`src/rtl/cpu_ctrl_pkg.sv`:
```
// -----------------------------------------------------------------------------
// cpu_ctrl_pkg
// Shared definitions for the five-stage CPU control path: opcode constants,
// ALU function encodings, the sequencing FSM state type and the per-instruction
// control bundle produced by opcode_decoder.
// -----------------------------------------------------------------------------
package cpu_ctrl_pkg;

   localparam logic [3:0] OP_NOP  = 4'b0000;
   localparam logic [3:0] OP_ADD  = 4'b0001;
   localparam logic [3:0] OP_SUB  = 4'b0010;
   localparam logic [3:0] OP_AND  = 4'b0011;
   localparam logic [3:0] OP_OR   = 4'b0100;
   localparam logic [3:0] OP_ADDI = 4'b0101;
   localparam logic [3:0] OP_LD   = 4'b0110;
   localparam logic [3:0] OP_ST   = 4'b0111;
   localparam logic [3:0] OP_BR   = 4'b1000;
   localparam logic [3:0] OP_HALT = 4'b1111;

   localparam logic [1:0] ALU_ADD = 2'b00;
   localparam logic [1:0] ALU_SUB = 2'b01;
   localparam logic [1:0] ALU_AND = 2'b10;
   localparam logic [1:0] ALU_OR  = 2'b11;

   typedef enum logic [2:0] {
      ST_IDLE,
      ST_RUN,
      ST_BR_SHADOW,
      ST_LD_STALL,
      ST_DRAIN,
      ST_HALTED
   } state_e;

   typedef struct packed {
      logic       regwrite;
      logic       memwrite;
      logic       memtoreg;
      logic       immediate;
      logic       branch;
      logic [1:0] alufunc;
   } ctrl_t;

   localparam ctrl_t CTRL_NONE = '0;

endpackage

```
`src/rtl/opcode_decoder.sv`:
```
// -----------------------------------------------------------------------------
// opcode_decoder
// Pure combinational decode of the 4-bit opcode in the decode stage.
//   opcode_i   in  4  opcode of the instruction in decode
//   ctrl_o     out    control bundle (regwrite/memwrite/memtoreg/immediate/
//                     branch/alufunc)
//   illegal_o  out 1  opcode is not in the instruction map (decoded as NOP)
// -----------------------------------------------------------------------------
module opcode_decoder
   import cpu_ctrl_pkg::*;
(
   input  logic [3:0] opcode_i,
   output ctrl_t      ctrl_o,
   output logic       illegal_o
);

   always_comb begin
      // NOTE: every output gets a default first so no path leaves it unassigned
      // and no latch is inferred.
      ctrl_o    = CTRL_NONE;
      illegal_o = 1'b0;
      unique case (opcode_i)
         OP_NOP, OP_HALT: ;
         OP_ADD:  begin ctrl_o.regwrite = 1'b1; ctrl_o.alufunc = ALU_ADD; end
         OP_SUB:  begin ctrl_o.regwrite = 1'b1; ctrl_o.alufunc = ALU_SUB; end
         OP_AND:  begin ctrl_o.regwrite = 1'b1; ctrl_o.alufunc = ALU_AND; end
         OP_OR:   begin ctrl_o.regwrite = 1'b1; ctrl_o.alufunc = ALU_OR;  end
         OP_ADDI: begin
            ctrl_o.regwrite  = 1'b1;
            ctrl_o.immediate = 1'b1;
         end
         OP_LD: begin
            ctrl_o.regwrite  = 1'b1;
            ctrl_o.memtoreg  = 1'b1;
            ctrl_o.immediate = 1'b1;
         end
         OP_ST: begin
            ctrl_o.memwrite  = 1'b1;
            ctrl_o.immediate = 1'b1;
         end
         OP_BR:   ctrl_o.branch = 1'b1;
         default: illegal_o = 1'b1;
      endcase
   end

endmodule

```
`src/rtl/pipeline_controller.sv`:
```
// -----------------------------------------------------------------------------
// pipeline_controller
// Run/stop sequencer and control decode for the F/D/E/M/W datapath.
//   clk, reset          clock; synchronous active-high reset
//   start               pulse: leave IDLE or HALTED
//   opcodeDP [3:0]      opcode of the instruction in decode
//   enable              advance PC and decode register
//   flushC              insert a bubble into the execute register
//   branchC             select branch target as next PC
//   RegWriteC, MemWriteC, MemToRegC, immediateC, alufuncC[1:0]
//                       instruction controls (zero outside RUN)
//   busy, halted        run-state indicators
//   illegal             sticky undefined-opcode flag
// Parameters: LOAD_STALL (1..7) bubbles after a load, DRAIN_CYCLES (1..7)
// cycles retiring E/M/W after HALT.
// -----------------------------------------------------------------------------
module pipeline_controller
   import cpu_ctrl_pkg::*;
#(
   parameter int unsigned LOAD_STALL   = 2,
   parameter int unsigned DRAIN_CYCLES = 3
) (
   input  logic       clk,
   input  logic       reset,
   input  logic       start,
   input  logic [3:0] opcodeDP,
   output logic       enable,
   output logic       flushC,
   output logic       branchC,
   output logic       RegWriteC,
   output logic       MemWriteC,
   output logic       MemToRegC,
   output logic       immediateC,
   output logic [1:0] alufuncC,
   output logic       busy,
   output logic       halted,
   output logic       illegal
);

   if (LOAD_STALL < 1 || LOAD_STALL > 7) begin : g_bad_load_stall
      $error("pipeline_controller: LOAD_STALL must be in 1..7");
   end
   if (DRAIN_CYCLES < 1 || DRAIN_CYCLES > 7) begin : g_bad_drain_cycles
      $error("pipeline_controller: DRAIN_CYCLES must be in 1..7");
   end

   ctrl_t      dec_ctrl;
   logic       dec_illegal;
   state_e     state_q;
   logic [2:0] cnt_q;
   logic       illegal_q;

   opcode_decoder u_decoder (
      .opcode_i  (opcodeDP),
      .ctrl_o    (dec_ctrl),
      .illegal_o (dec_illegal)
   );

   // Sequencing FSM with its stall/drain counter and the sticky illegal flag.
   // NOTE: state is updated with non-blocking assignments so every register
   // samples the pre-edge values, independent of statement order.
   always_ff @(posedge clk) begin
      if (reset) begin
         state_q   <= ST_IDLE;
         cnt_q     <= 3'd0;
         illegal_q <= 1'b0;
      end else begin
         unique case (state_q)
            ST_IDLE, ST_HALTED: begin
               if (start) begin
                  state_q   <= ST_RUN;
                  illegal_q <= 1'b0;
               end
            end
            ST_RUN: begin
               illegal_q <= illegal_q | dec_illegal;
               if (opcodeDP == OP_BR) begin
                  state_q <= ST_BR_SHADOW;
               end else if (opcodeDP == OP_LD) begin
                  state_q <= ST_LD_STALL;
                  cnt_q   <= 3'(LOAD_STALL);
               end else if (opcodeDP == OP_HALT) begin
                  state_q <= ST_DRAIN;
                  cnt_q   <= 3'(DRAIN_CYCLES);
               end
            end
            ST_BR_SHADOW: state_q <= ST_RUN;
            ST_LD_STALL, ST_DRAIN: begin
               // Saturating decrement: the counter never wraps below zero.
               if (cnt_q != 3'd0) cnt_q <= cnt_q - 3'd1;
               if (cnt_q <= 3'd1) state_q <= (state_q == ST_DRAIN) ? ST_HALTED : ST_RUN;
            end
            default: state_q <= ST_IDLE;
         endcase
      end
   end

   // Outputs are forced to their idle values while reset is held, so the
   // datapath sees a bubble even before the synchronous reset edge lands.
   logic  in_run;
   logic  issuing;
   ctrl_t ctrl_g;

   assign in_run  = (state_q == ST_RUN) && !reset;
   // HALT in D stops issue in the same cycle it is decoded.
   assign issuing = in_run && (opcodeDP != OP_HALT);
   assign ctrl_g  = in_run ? dec_ctrl : CTRL_NONE;

   assign enable  = issuing || ((state_q == ST_BR_SHADOW) && !reset);
   assign flushC  = !issuing;
   assign busy    = !reset && (state_q inside {ST_RUN, ST_BR_SHADOW, ST_LD_STALL, ST_DRAIN});
   assign halted  = !reset && (state_q == ST_HALTED);
   assign illegal = illegal_q;

   assign branchC    = ctrl_g.branch;
   assign RegWriteC  = ctrl_g.regwrite;
   assign MemWriteC  = ctrl_g.memwrite;
   assign MemToRegC  = ctrl_g.memtoreg;
   assign immediateC = ctrl_g.immediate;
   assign alufuncC   = ctrl_g.alufunc;

endmodule

```
`config.mk`:
```
export PLATFORM = sky130hd
export DESIGN_NAME = pipeline_controller
export DESIGN_NICKNAME = d
export VERILOG_FILES = /design/src/rtl/cpu_ctrl_pkg.sv /design/src/rtl/opcode_decoder.sv /design/src/rtl/pipeline_controller.sv
export SDC_FILE = /design/constraint.sdc
export NUM_CORES = 1
export LEC_CHECK = 0
export CAP_MARGIN = 30
export CORE_MARGIN = 3
export CORE_UTILIZATION = 47
export CTS_CLUSTER_DIAMETER = 150
export DETAILED_ROUTE_END_ITERATION = 12
export PLACE_DENSITY = 0.77
export SYNTH_ARGS = -nofsm -noshare
export SYNTH_HDL_FRONTEND = slang
export SYNTH_SLANG_ARGS = --single-unit
```
`constraint.sdc`:
```
create_clock -name clk -period 2.6 [get_ports clk]
set_clock_uncertainty 0.1 [all_clocks]
set_input_delay 0.65 -clock clk [delete_from_list [all_inputs] [get_ports clk]]
set_output_delay 0.65 -clock clk [all_outputs]
set_load 0.02 [all_outputs]
```
==> Word-level counts from Yosys, hierarchy flattened <==
Index checks and enable logic that the tools add are counted.
{ "totals": {"register_bits": 7, "inputBits": 7, "output_inout_bits": 12} }
{ "classes": {"addsub": 1, "magnitude_cmp": 1, "n_eq_ne": 21, "mux": 22, "bitwise": 1, "n_reduce_logical": 22} }
{ "op_table": {"columns": ["op", "n"], "rows": [
  ["$mux W3", 10],
  ["$eq A4 B3 Y1 const B", 4],
  ["$pmux W3 S4", 1],
  ["$reduce_or A10 Y1", 1],
  ["$eq A4 B2 Y1 const B", 2],
  ["$eq A4 B4 Y1 const B", 2],
  ["$ne A2 B2 Y1 const B", 4],
  ["$ne A4 B4 Y1 const B", 2],
  ["$mux W1", 7],
  ["$mux W7", 1],
  ["$eq A3 B2 Y1 const B", 2],
  ["$eq A3 B3 Y1 const B", 2],
  ["$pmux W2 S3", 1],
  ["$pmux W3 S2", 1],
  ["$reduce_or A6 Y1", 1],
  ["$logic_and A1 B1 Y1", 5],
  ["$eq A4 B1 Y1 const B", 1],
  ["$logic_not A4 Y1", 1],
  ["$reduce_and A4 Y1", 1],
  ["$reduce_bool A2 Y1", 2],
  ["$reduce_bool A4 Y1", 1],
  ["$reduce_or A2 Y1", 2],
  ["$eq A3 B1 Y1 const B", 1],
  ["$le A3 B1 Y1 const B", 1],
  ["11 further kinds", 12]
]} }

==> Logic depth before layout (Yosys ltp) <==
Gate-level depths: netlist of run 1.
{ "depth": {"depth_word": 5, "depth_mapped": 6, "depth_no_buf": 6} }

==> Cells and area by module <==
Synthesis of run 1 repeated with hierarchy kept, for this count alone.
{ "hier_totals": {"hier_cells": 107, "hier_area_um2": 769.5} }
{ "modules_own_cells": {"columns": ["module", "instances", "cells_per_inst", "area_each_um2"], "rows": [
  ["pipeline_controller", 1, 91, 671.9],
  ["opcode_decoder", 1, 16, 97.6]
]} }

==> Worst setup path before layout of run 1 <==
OpenSTA, ideal clock, no wires.
{ "synth_timing": {"path_type": "input -> output", "start": "in opcodeDP[2]", "end": "out enable", "t_arrival_ns": 1.752, "required_time_ns": 1.850, "path_slack_ns": 0.098, "cell_stages": 5, "path_buffers": 1, "path_cell_list": "clkbuf_1 nand4_1 nand2_1 mux2_2 nor3_1"} }
{ "synth_between": {"elab_chain_cells": 3} }
{ "synth_rtl": {"columns": ["item", "line_no", "text"], "rows": [
  ["start: declaration", "pipeline_controller.sv:26", "input logic [3:0] opcodeDP,"],
  ["$ne A4 B4 Y1", "pipeline_controller.sv:106", "assign issuing = in_run && (opcodeDP != OP_HALT);"],
  ["$logic_and A1 B1 Y1", "pipeline_controller.sv:106", null],
  ["$logic_or A1 B1 Y1", "pipeline_controller.sv:109", "assign enable = issuing || ((state_q == ST_BR_SHADOW) && !reset);"],
  ["end: declaration", "pipeline_controller.sv:27", "output logic enable,"]
]} }
No other way between the ends.

==> Final worst setup path of run 1 <==
{ "layout_timing": {"start": "in opcodeDP[0]", "end": "out RegWriteC"} }
{ "layout_between": {"elab_chain_cells": 4} }
{ "layout_rtl": {"columns": ["item", "line_no", "text"], "rows": [
  ["$eq A4 B3 Y1, or another cell as far along", "opcode_decoder.sv:22", "unique case (opcode_i)"],
  ["$reduce_or A6 Y1 (no line) (*)", null, null],
  ["$mux W1 (*)", "opcode_decoder.sv:22", null],
  ["$mux W7 (*)", "pipeline_controller.sv:107", "assign ctrl_g = in_run ? dec_ctrl : CTRL_NONE;"],
  ["end: declaration", "pipeline_controller.sv:30", "output logic RegWriteC,"]
]} }
Every way passes the cells marked *; elsewhere a longest branch is shown, timed or not.

==> metrics.cfg, run 1 <==
[run_status]
status = finished clean

[floorplanning]
start_util = 0.529
dieArea_um2 = 2070
rows = 13
die_h_um = 45.5
ios = 19
core_um2 = 1380
die_w_um = 45.5

[worst_setup_path]
worstPathCellList = dlygate4sd2_1 -> buf_4 -> or3_4 -> and3b_1 -> buf_4
max_stage_delay_ps = 370
critPathArrivalTime_ps = 1800
path_class = input pin to output port
crit_fanout = 4
worstPathRequired_ps = 1850
slowest_stage = or3_4
critPathLaunchType = input pin
cp_common_cell = buf_4
crit_path_end_kind = output port

[drt]
dr.pass1.iters = 4
vias = 834
drcViolationCount = 0
vias_per_cell = 6.04
ant_nets = 0
routedWlPerCell_um = 15.7
drt_iter0_markers = 37
routed_wl_um = 2160

[logic_synthesis]
ys_top_cells_by_count = dfxtp_1, nand2_1, nor2_1, nor3_1, inv_1
synth.top_cell.area_share = 0.191
async_reset_ff_frac = 0
ys_warn_count = 0
synth-main-ff-cell = dfxtp_1
netlist-cell-type-count = 44
synth_top_area_cell = dfxtp_1
syn_area_per_cell_um2 = 7.96
synth-edff-count = 0
yosysSeqAreaShare = 0.191
ys_top_cells_by_area = dfxtp_1, ha_1, nand2_1
synth-seq-cells = 7
syn_area_um2 = 732
postSynthCellCount = 92
syn_nets = 102

[sta]
setup_violations = 0
tns_ps = 0
finalCritPeriodShare = 0.982
slew_headroom = 0.782
final-max-slew-violation-count = 0
worstMarginPinSlew_ps = 327
rsz0062_at_grt = false
hold_violations = 0
min_period_ps = 2550
max_freq_mhz = 392

[grt]
grt.overflow.total = 0
grt_pass1_wl_um = 3660
grt_pass1_vias = 844
grt_util_all_layers = 0.243
grt_start_max_net_pins = 13
antenna_found_initial = 0

[cts]
clk_pin_slew_worst_paths_ps = 60
cts-root-buf = clkbuf_4
cts_setup_buffers = 0
cts-htree-levels = 1
tritoncts = built
hold_buffers = 0
insertion_delay_ps = 260
numCtsBuffers = 3
clock-sinks = 7
cts_buffer_depth = 2

[cells_and_area]
layout-drive-gt1-share = 0.285
antenna_cells = 0
nNetsFinal = 134
area_growth_pct = 39.3
utilization = 0.738
fillers = 118

[run]
max_cap_violations = 0

[placement]
hpwl_um = 1660
portBuffers = 18
gp_congestion = 0.901

[power_and_ir_drop]
peakVddDrop_mv = 0.250
powerDensity_nw_per_um2 = 475
p_leak_nw = 0.470

[hold_path]
min_path_type = flip-flop to flip-flop

-- critical path, delay by kind of cell --
family        cells  cell delay, ps
buf+inv           3             590
simple gates      2             550
-- worst paths after layout --
kind	startpoint	endpoint	slack (ps)	depth (start not counted)
max reg2reg	state_q[2]	cnt_q[2]	760	6
max	opcodeDP[0]	RegWriteC	50	5
min reg2reg	illegal	illegal	450	2
min	illegal	illegal	450	2
-- final cells by class --
class                   count  area (um^2)  area share
clock buffers               4         26.3      0.0258
well taps                  15         18.8      0.0184
inverters                   4         15.0      0.0147
multi-input cells          72          538       0.528
flip-flops and latches      7          140       0.137
repair buffers             36          282       0.276
-- cells in the final DEF, fill, tap and decap left out, types with 2 or more instances in the layout --
cell / netlist / final
nor2b_1: 3 / 3
nand4_1: 2 / 2
o31ai_1: 2 / 2
clkbuf_2: 0 / 2
buf_2: 3 / 2
xnor2_1: 2 / 2
ha_1: 3 / 3
clkdlybuf4s50_1: 0 / 2
dlygate4sd2_1: 0 / 9
nor3_1: 5 / 5
nand3b_1: 3 / 3
inv_1: 4 / 4
or3b_1: 3 / 3
nor2_1: 7 / 7
clkdlybuf4s15_1: 0 / 2
o21bai_1: 2 / 2
dfxtp_1: 7 / 7
clkbuf_4: 0 / 3
buf_4: 3 / 19
o211a_1: 2 / 2
a21oi_1: 3 / 3
or3_4: 0 / 2
nand2_1: 7 / 7
nor4bb_1: 2 / 2
-- metrics by stage --
step / instance area (um^2) / hold WS, ps / setup slack [ps] / std cells / power [mW]
floorplan: 732 / 408 / 98.4 / 92 / 0.296
global placement: 1020 / 423 / -521 / 134 / 0.382
detailed placement: 1020 / 434 / -534 / 134 / 0.390
CTS: 1030 / 448 / 15.4 / 138 / 0.486
global route: 1020 / 465 / 3.74 / 138 / 0.515
finish: 1020 / 447 / 47.8 / 138 / 0.484
-- repair_timing --
| action | in CTS | in global routing |
|---|---|---|
| setup endpoints to repair | 11 | 5 |
| resized for setup | 30 | 7 |
| pin swaps | 0 | 0 |
-- logic make-up (layout without fill, tap and decap cells) --
| logic type | after synthesis | in the layout | share of synthesized area |
|---|---|---|---|
| AND/OR/NAND/NOR | 44 | 44 | 0.373 |
| AO/OA/AOI/OAI | 21 | 21 | 0.244 |
| buffers and inverters | 13 | 44 | 0.0872 |
| flip-flops | 7 | 7 | 0.191 |
| adder cells (fa/ha/maj) | 3 | 3 | 0.0513 |
| XOR/XNOR | 2 | 2 | 0.0239 |
| multiplexers | 2 | 2 | 0.0291 |
-- registers in the layout, indices dropped and copies added, names as in the netlist --
register  count
illegal       1
cnt_q         3
state_q       3
-- metal layers --
metal,share of wire,global-route usage,up-vias
li1,-,-,401
met1,0.43,0.275,386
met2,0.49,0.418,37
met3,0.052,0.0435,10
met4,0.033,0.140,0
met5,0,0,-
-- power breakdown --
part	internal, mW	switching, mW	total (mW)
Clock	0.0590	0.0466	0.106
Sequential	0.120	0.00781	0.128
Combinational	0.117	0.133	0.251
Total	0.296	0.188	0.484
No activity file was read; power rests on OpenSTA's default activity.
==> run 2, diff against run 1 <==
--- a/config.mk
+++ b/config.mk
@@ -6,11 +6,13 @@
 export NUM_CORES = 1
 export LEC_CHECK = 0
 export CAP_MARGIN = 30
+export CELL_PAD_IN_SITES_DETAIL_PLACEMENT = 0
+export CELL_PAD_IN_SITES_GLOBAL_PLACEMENT = 2
 export CORE_MARGIN = 3
-export CORE_UTILIZATION = 47
+export CORE_UTILIZATION = 24
 export CTS_CLUSTER_DIAMETER = 150
 export DETAILED_ROUTE_END_ITERATION = 12
-export PLACE_DENSITY = 0.77
+export PLACE_DENSITY_LB_ADDON = 0.1
 export SYNTH_ARGS = -nofsm -noshare
 export SYNTH_HDL_FRONTEND = slang
 export SYNTH_SLANG_ARGS = --single-unit
==> constraint.sdc (replaced) <==
create_clock -name clk -period 2.1 [get_ports clk]
set_clock_uncertainty 0.1 [all_clocks]
set_input_delay 0.525 -clock clk [delete_from_list [all_inputs] [get_ports clk]]
set_output_delay 0.525 -clock clk [all_outputs]
set_load 0.02 [all_outputs]
==> metrics.cfg, run 2 (synthesized netlist as in run 1, its figures left out) <==
[run_status]
status = finished, violations left  ; was finished clean
violations = negative setup slack

[grt]
antenna_found_initial = 0  ; unchanged
grt_util_all_layers = 0.124  ; was 0.243
grt.overflow.total = 0  ; unchanged
grt_pass1_wl_um = 3440  ; was 3660 um
grt_pass1_vias = 755  ; was 844
grt_start_max_net_pins = 13  ; unchanged

[run]
max_cap_violations = 0  ; unchanged

[drt]
dr.pass1.iters = 4  ; unchanged
ant_nets = 0  ; unchanged
vias_per_cell = 5.07  ; was 6.04
routedWlPerCell_um = 13.4  ; was 15.7 um
drt_iter0_markers = 15  ; was 37
routed_wl_um = 2150  ; was 2160 um
vias = 816  ; was 834
drcViolationCount = 0  ; unchanged

[floorplanning]
ios = 19  ; unchanged
die_w_um = 61.2  ; was 45.5 um
core_um2 = 2830  ; was 1380 um^2
start_util = 0.259  ; was 0.529
dieArea_um2 = 3750  ; was 2070 um^2
die_h_um = 61.2  ; was 45.5 um
rows = 19  ; was 13

[worst_setup_path]
r2r_end = cnt_q[0]  ; was cnt_q[2]
critPathArrivalTime_ps = 1740  ; was 1800 ps
startpoint = state_q[1]  ; was opcodeDP[0]
crit_path_end_kind = output port  ; unchanged
crit_end = RegWriteC  ; unchanged
path_class = flip-flop to output port  ; was input pin to output port
critPathLaunchType = flip-flop  ; was input pin
r2r_setup_slack_ps = 280  ; was 760 ps
r2r-start = state_q[1]  ; was state_q[2]
r2r_cells = 6  ; unchanged
crit_fanout = 3  ; was 4
worstPathRequired_ps = 1470  ; was 1850 ps

[hold_path]
min_path_type = flip-flop to flip-flop  ; unchanged

[cells_and_area]
most-common-layout-cells = buf_4, buf_6, nand2_1  ; was buf_4, dlygate4sd2_1, nor2_1, nand2_1, dfxtp_1
final_cell_area_um2 = 1170  ; was 1020 um^2
mostFrequentLayoutCell = buf_4  ; unchanged
antenna_cells = 0  ; unchanged
area_growth_pct = 59.5  ; was 39.3%
layout-drive-gt1-share = 0.500  ; was 0.285
nNetsFinal = 141  ; was 134

[cts]
cts-htree-levels = 1  ; unchanged
insertion_delay_ps = 250  ; was 260 ps
numCtsBuffers = 3  ; unchanged
tritoncts = built  ; unchanged
cts-root-buf = clkbuf_4  ; unchanged
clk_pin_slew_worst_paths_ps = 60  ; about the same
clock-sinks = 7  ; unchanged
cts_buffer_depth = 2  ; unchanged

[sta]
setup_violations = 8  ; was 0
slew_headroom = 0.735  ; was 0.782
rsz0062_at_grt = true  ; was false
max_freq_mhz = 424
finalCritPeriodShare = 1.12
hold_violations = 0  ; unchanged
worstMarginPinSlew_ps = 392  ; was 327 ps
final-max-slew-violation-count = 0  ; unchanged
setup_ws_ps = -261  ; was 47.8 ps
min_period_ps = 2360

[placement]
gp_congestion = 0.777  ; was 0.901
portBuffers = 18  ; unchanged
placedInstanceArea_um2 = 1080  ; was 1020 um^2
hpwl_um = 1650  ; was 1660 um
pre_cts_slack_ps = -783  ; was -534 ps

[power_and_ir_drop]
peakVddDrop_mv = 0.188  ; was 0.250 mV
powerDensity_nw_per_um2 = 588  ; was 475 nW/um^2
p_leak_nw = 0.526  ; was 0.470 nW

==> run 2: critical path, cell delays in order, from the launching register on <==
cell     delay, ps
dfxtp_2        320
or3b_4         420
or3_4          380
and3b_2        250
buf_6          110
==> run 2: metrics by stage <==
| step | util | TNS, ps | hold WS (ps) | total power [mW] | instances |
|---|---|---|---|---|---|
| final | 0.413 | -1360 | 441 | 0.687 | 161 |
| after global routing | 0.413 | -1940 | 457 | 0.734 | 161 |
| after CTS | 0.389 | -1530 | 441 | 0.640 | 159 |
| after detailed placement | 0.383 | -8030 | 429 | 0.490 | 154 |
| after global placement | 0.383 | -7850 | 436 | 0.492 | 154 |
| after floorplan | - | -58.8 | 408 | 0.370 | 92 |
==> run 2: worst min-delay path by stage <==
stage | from | end | cells after the start
floorplan | cnt_q[2] | cnt_q[2] | 2
global placement | illegal | illegal | 2
detailed placement | illegal | illegal | 2
CTS | illegal | illegal | 2
global route | illegal | illegal | 2
finish | illegal | illegal | 2
==> run 2: per-layer routing <==
metal,share of wire,wire (um),track usage,vias up
li1,-,-,-,418
met1,0.49,1060,0.161,376
met2,0.45,964,0.193,20
met3,0.051,110,0.0377,2
met4,0.0093,20,0.0464,0
met5,0,0,0,-
==> run 2: where the power goes <==
part / internal (mW) / switching, mW / total [mW]
registers: 0.150 / 0.00817 / 0.158
clock network: 0.0730 / 0.0563 / 0.129
logic: 0.208 / 0.191 / 0.399
total: 0.431 / 0.256 / 0.687
==> run 2: layout make-up <==
type	count	area [um^2]
inverter	4	15.0
multi-input combinational	72	598
tap	31	38.8
timing repair buffer	43	347
fill	298	1660
sequential	7	143
clock buffer	4	26.3
==> run 2: timing repair <==
| action | 4_1_cts | 5_1_grt |
|---|---|---|
| buffers inserted | 1 | 2 |
| hold buffers | 0 | 0 |
| setup endpoints to repair | 12 | 10 |
| pin swaps | 10 | 7 |
| gates resized for setup | 78 | 18 |
==> run 3, diff against run 2 <==
--- a/config.mk
+++ b/config.mk
@@ -12,7 +12,7 @@
 export CORE_UTILIZATION = 24
 export CTS_CLUSTER_DIAMETER = 150
 export DETAILED_ROUTE_END_ITERATION = 12
-export PLACE_DENSITY_LB_ADDON = 0.1
+export PLACE_DENSITY = 0.85
 export SYNTH_ARGS = -nofsm -noshare
 export SYNTH_HDL_FRONTEND = slang
 export SYNTH_SLANG_ARGS = --single-unit
==> metrics.cfg, run 3 (synthesized netlist as in run 1, its figures left out) <==
[worst_setup_path]
worstPathCellList = or3b_4 -> or3_4 -> and3b_2 -> buf_6  ; unchanged
slowest_stage = or3b_4  ; unchanged
worstPathRequired_ps = 1470  ; about the same
path_class = flip-flop to output port  ; unchanged
crit_path_end_kind = output port  ; unchanged
critPathArrivalTime_ps = 1710  ; was 1740 ps
crit_fanout = 3  ; unchanged
critPathLaunchType = flip-flop  ; unchanged
max_stage_delay_ps = 420  ; about the same

[placement]
portBuffers = 18  ; unchanged
pre_cts_slack_ps = -813  ; was -783 ps
gp_congestion = 0.815  ; was 0.777
hpwl_um = 1680  ; was 1650 um
placedInstanceArea_um2 = 1060  ; was 1080 um^2

[sta]
setup_ws_ps = -230  ; was -261 ps
final-max-slew-violation-count = 0  ; unchanged
finalCritPeriodShare = 1.11  ; was 1.12
hold_violations = 0  ; unchanged
worstMarginPinSlew_ps = 332  ; was 392 ps
slew_headroom = 0.779  ; was 0.735
rsz0062_at_grt = true  ; unchanged
setup_violations = 8  ; unchanged
holdWs_ps = 443  ; was 441 ps
max_freq_mhz = 429  ; was 424 MHz
min_period_ps = 2330  ; was 2360 ps
tns_ps = -902  ; was -1360 ps

[power_and_ir_drop]
p_clk_frac = 0.206  ; was 0.188
combPwrFrac = 0.541  ; was 0.581
p_int_mw = 0.392  ; was 0.431 mW
powerDensity_nw_per_um2 = 571  ; was 588 nW/um^2
swShare = 0.379  ; was 0.372
p_seq_frac = 0.253  ; was 0.231
p_switching_mw = 0.239  ; was 0.256 mW
p_leak_nw = 0.485  ; was 0.526 nW
peakVddDrop_mv = 0.220  ; was 0.188 mV

[run_status]
violations = negative setup slack  ; unchanged
status = finished, violations left  ; unchanged

[cts]
cts-root-buf = clkbuf_4  ; unchanged
insertion_delay_ps = 260  ; was 250 ps
clock-sinks = 7  ; unchanged
tritoncts = built  ; unchanged
cts-htree-levels = 1  ; unchanged
cts_buffer_depth = 2  ; unchanged
hold_buffers = 0  ; unchanged
numCtsBuffers = 3  ; unchanged
cts_setup_buffers = 0  ; was 1
clk_pin_slew_worst_paths_ps = 60  ; about the same

[floorplanning]
ios = 19  ; unchanged
start_util = 0.259  ; unchanged
rows = 19  ; unchanged
core_um2 = 2830  ; unchanged
dieArea_um2 = 3750  ; unchanged
die_h_um = 61.2  ; unchanged
die_w_um = 61.2  ; unchanged

[drt]
vias = 824  ; was 816
vias_per_cell = 5.32  ; was 5.07
routedWlPerCell_um = 14.0  ; was 13.4 um
drcViolationCount = 0  ; unchanged
routed_wl_um = 2170  ; was 2150 um
dr.pass1.iters = 3  ; was 4
drt_iter0_markers = 52  ; was 15
ant_nets = 0  ; unchanged

[cells_and_area]
final_cell_area_um2 = 1110  ; was 1170 um^2
mostFrequentLayoutCell = buf_4  ; unchanged
layout-drive-gt1-share = 0.435  ; was 0.500
area_growth_pct = 51.1  ; was 59.5%
antenna_cells = 0  ; unchanged
most-common-layout-cells = buf_4, nand2_1, dfxtp_1  ; was buf_4, buf_6, nand2_1
fillers = 304  ; was 298
nNetsFinal = 135  ; was 141

[hold_path]
min_path_type = flip-flop to flip-flop  ; unchanged

[grt]
grt_util_all_layers = 0.128  ; was 0.124
grt_start_max_net_pins = 13  ; unchanged
antenna_found_initial = 0  ; unchanged
grt_pass1_wl_um = 3650  ; was 3440 um
grt.overflow.total = 0  ; unchanged
grt_pass1_vias = 847  ; was 755

[run]
max_cap_violations = 0  ; unchanged

run 3: changes by cell type in the layout (fill, tap and decap cells not counted), sizes merged:
cell / previous run / this run
buf: 40 / 29
clkdlybuf4s15: 0 / 4
clkinv: 0 / 1
run 3: path summary, 6_finish.rpt:
check / endpoint / slack, ps / startpoint / depth (start not counted)
worst min-delay path: illegal / 440 / illegal / 2
worst max-delay path: RegWriteC / -230 / state_q[1] / 4
worst max register to register: cnt_q[0] / 270 / state_q[1] / 6
worst min register to register: illegal / 440 / illegal / 2
run 3: repair_timing:
item | CTS | global route
endpoints found under the setup margin | 12 | 11
pin swaps | 1 | 4
resized for setup | 63 | 13
run 3: stage by stage:
stage | cells | utilization | power (mW)
6_report | 155 | 0.391 | 0.631
5_1_grt | 155 | 0.391 | 0.680
4_1_cts | 155 | 0.383 | 0.626
3_5_place_dp | 151 | 0.375 | 0.487
3_3_place_gp | 151 | 0.375 | 0.480
2_1_floorplan | 92 | - | 0.370
run 3: cell type report:
cell class              count  area, um^2  area share
multi-input cells          72         579       0.524
repair buffers             37         304       0.275
flip-flops and latches      7         141       0.128
well taps                  31        38.8      0.0351
clock buffers               3        22.5      0.0204
inverters                   4        15.0      0.0136
clock inverters             1        5.00     0.00452
run 3: critical path, delay by kind of cell (launching register included):
family,cells,cell delay (ps)
buffers and inverters,1,110
DFF,1,310
and+or+nand+nor,3,1030
run 3: power groups by stage:
stage / Clock [mW] / Combinational (mW) / Sequential, mW
final: 0.130 / 0.342 / 0.160
after global routing: 0.142 / 0.377 / 0.162
after CTS: 0.137 / 0.329 / 0.160
after detailed placement: 0 / 0.326 / 0.160
after global placement: 0 / 0.321 / 0.159
after floorplan: 0 / 0.208 / 0.162
run 3: routing by layer:
layer / GRT usage / vias up / share of wire
met3: 0.0252 / 4 / 0.044
met1: 0.149 / 385 / 0.45
met5: 0 / - / 0
li1: - / 413 / -
met4: 0.0433 / 0 / 0.021
met2: 0.233 / 22 / 0.49
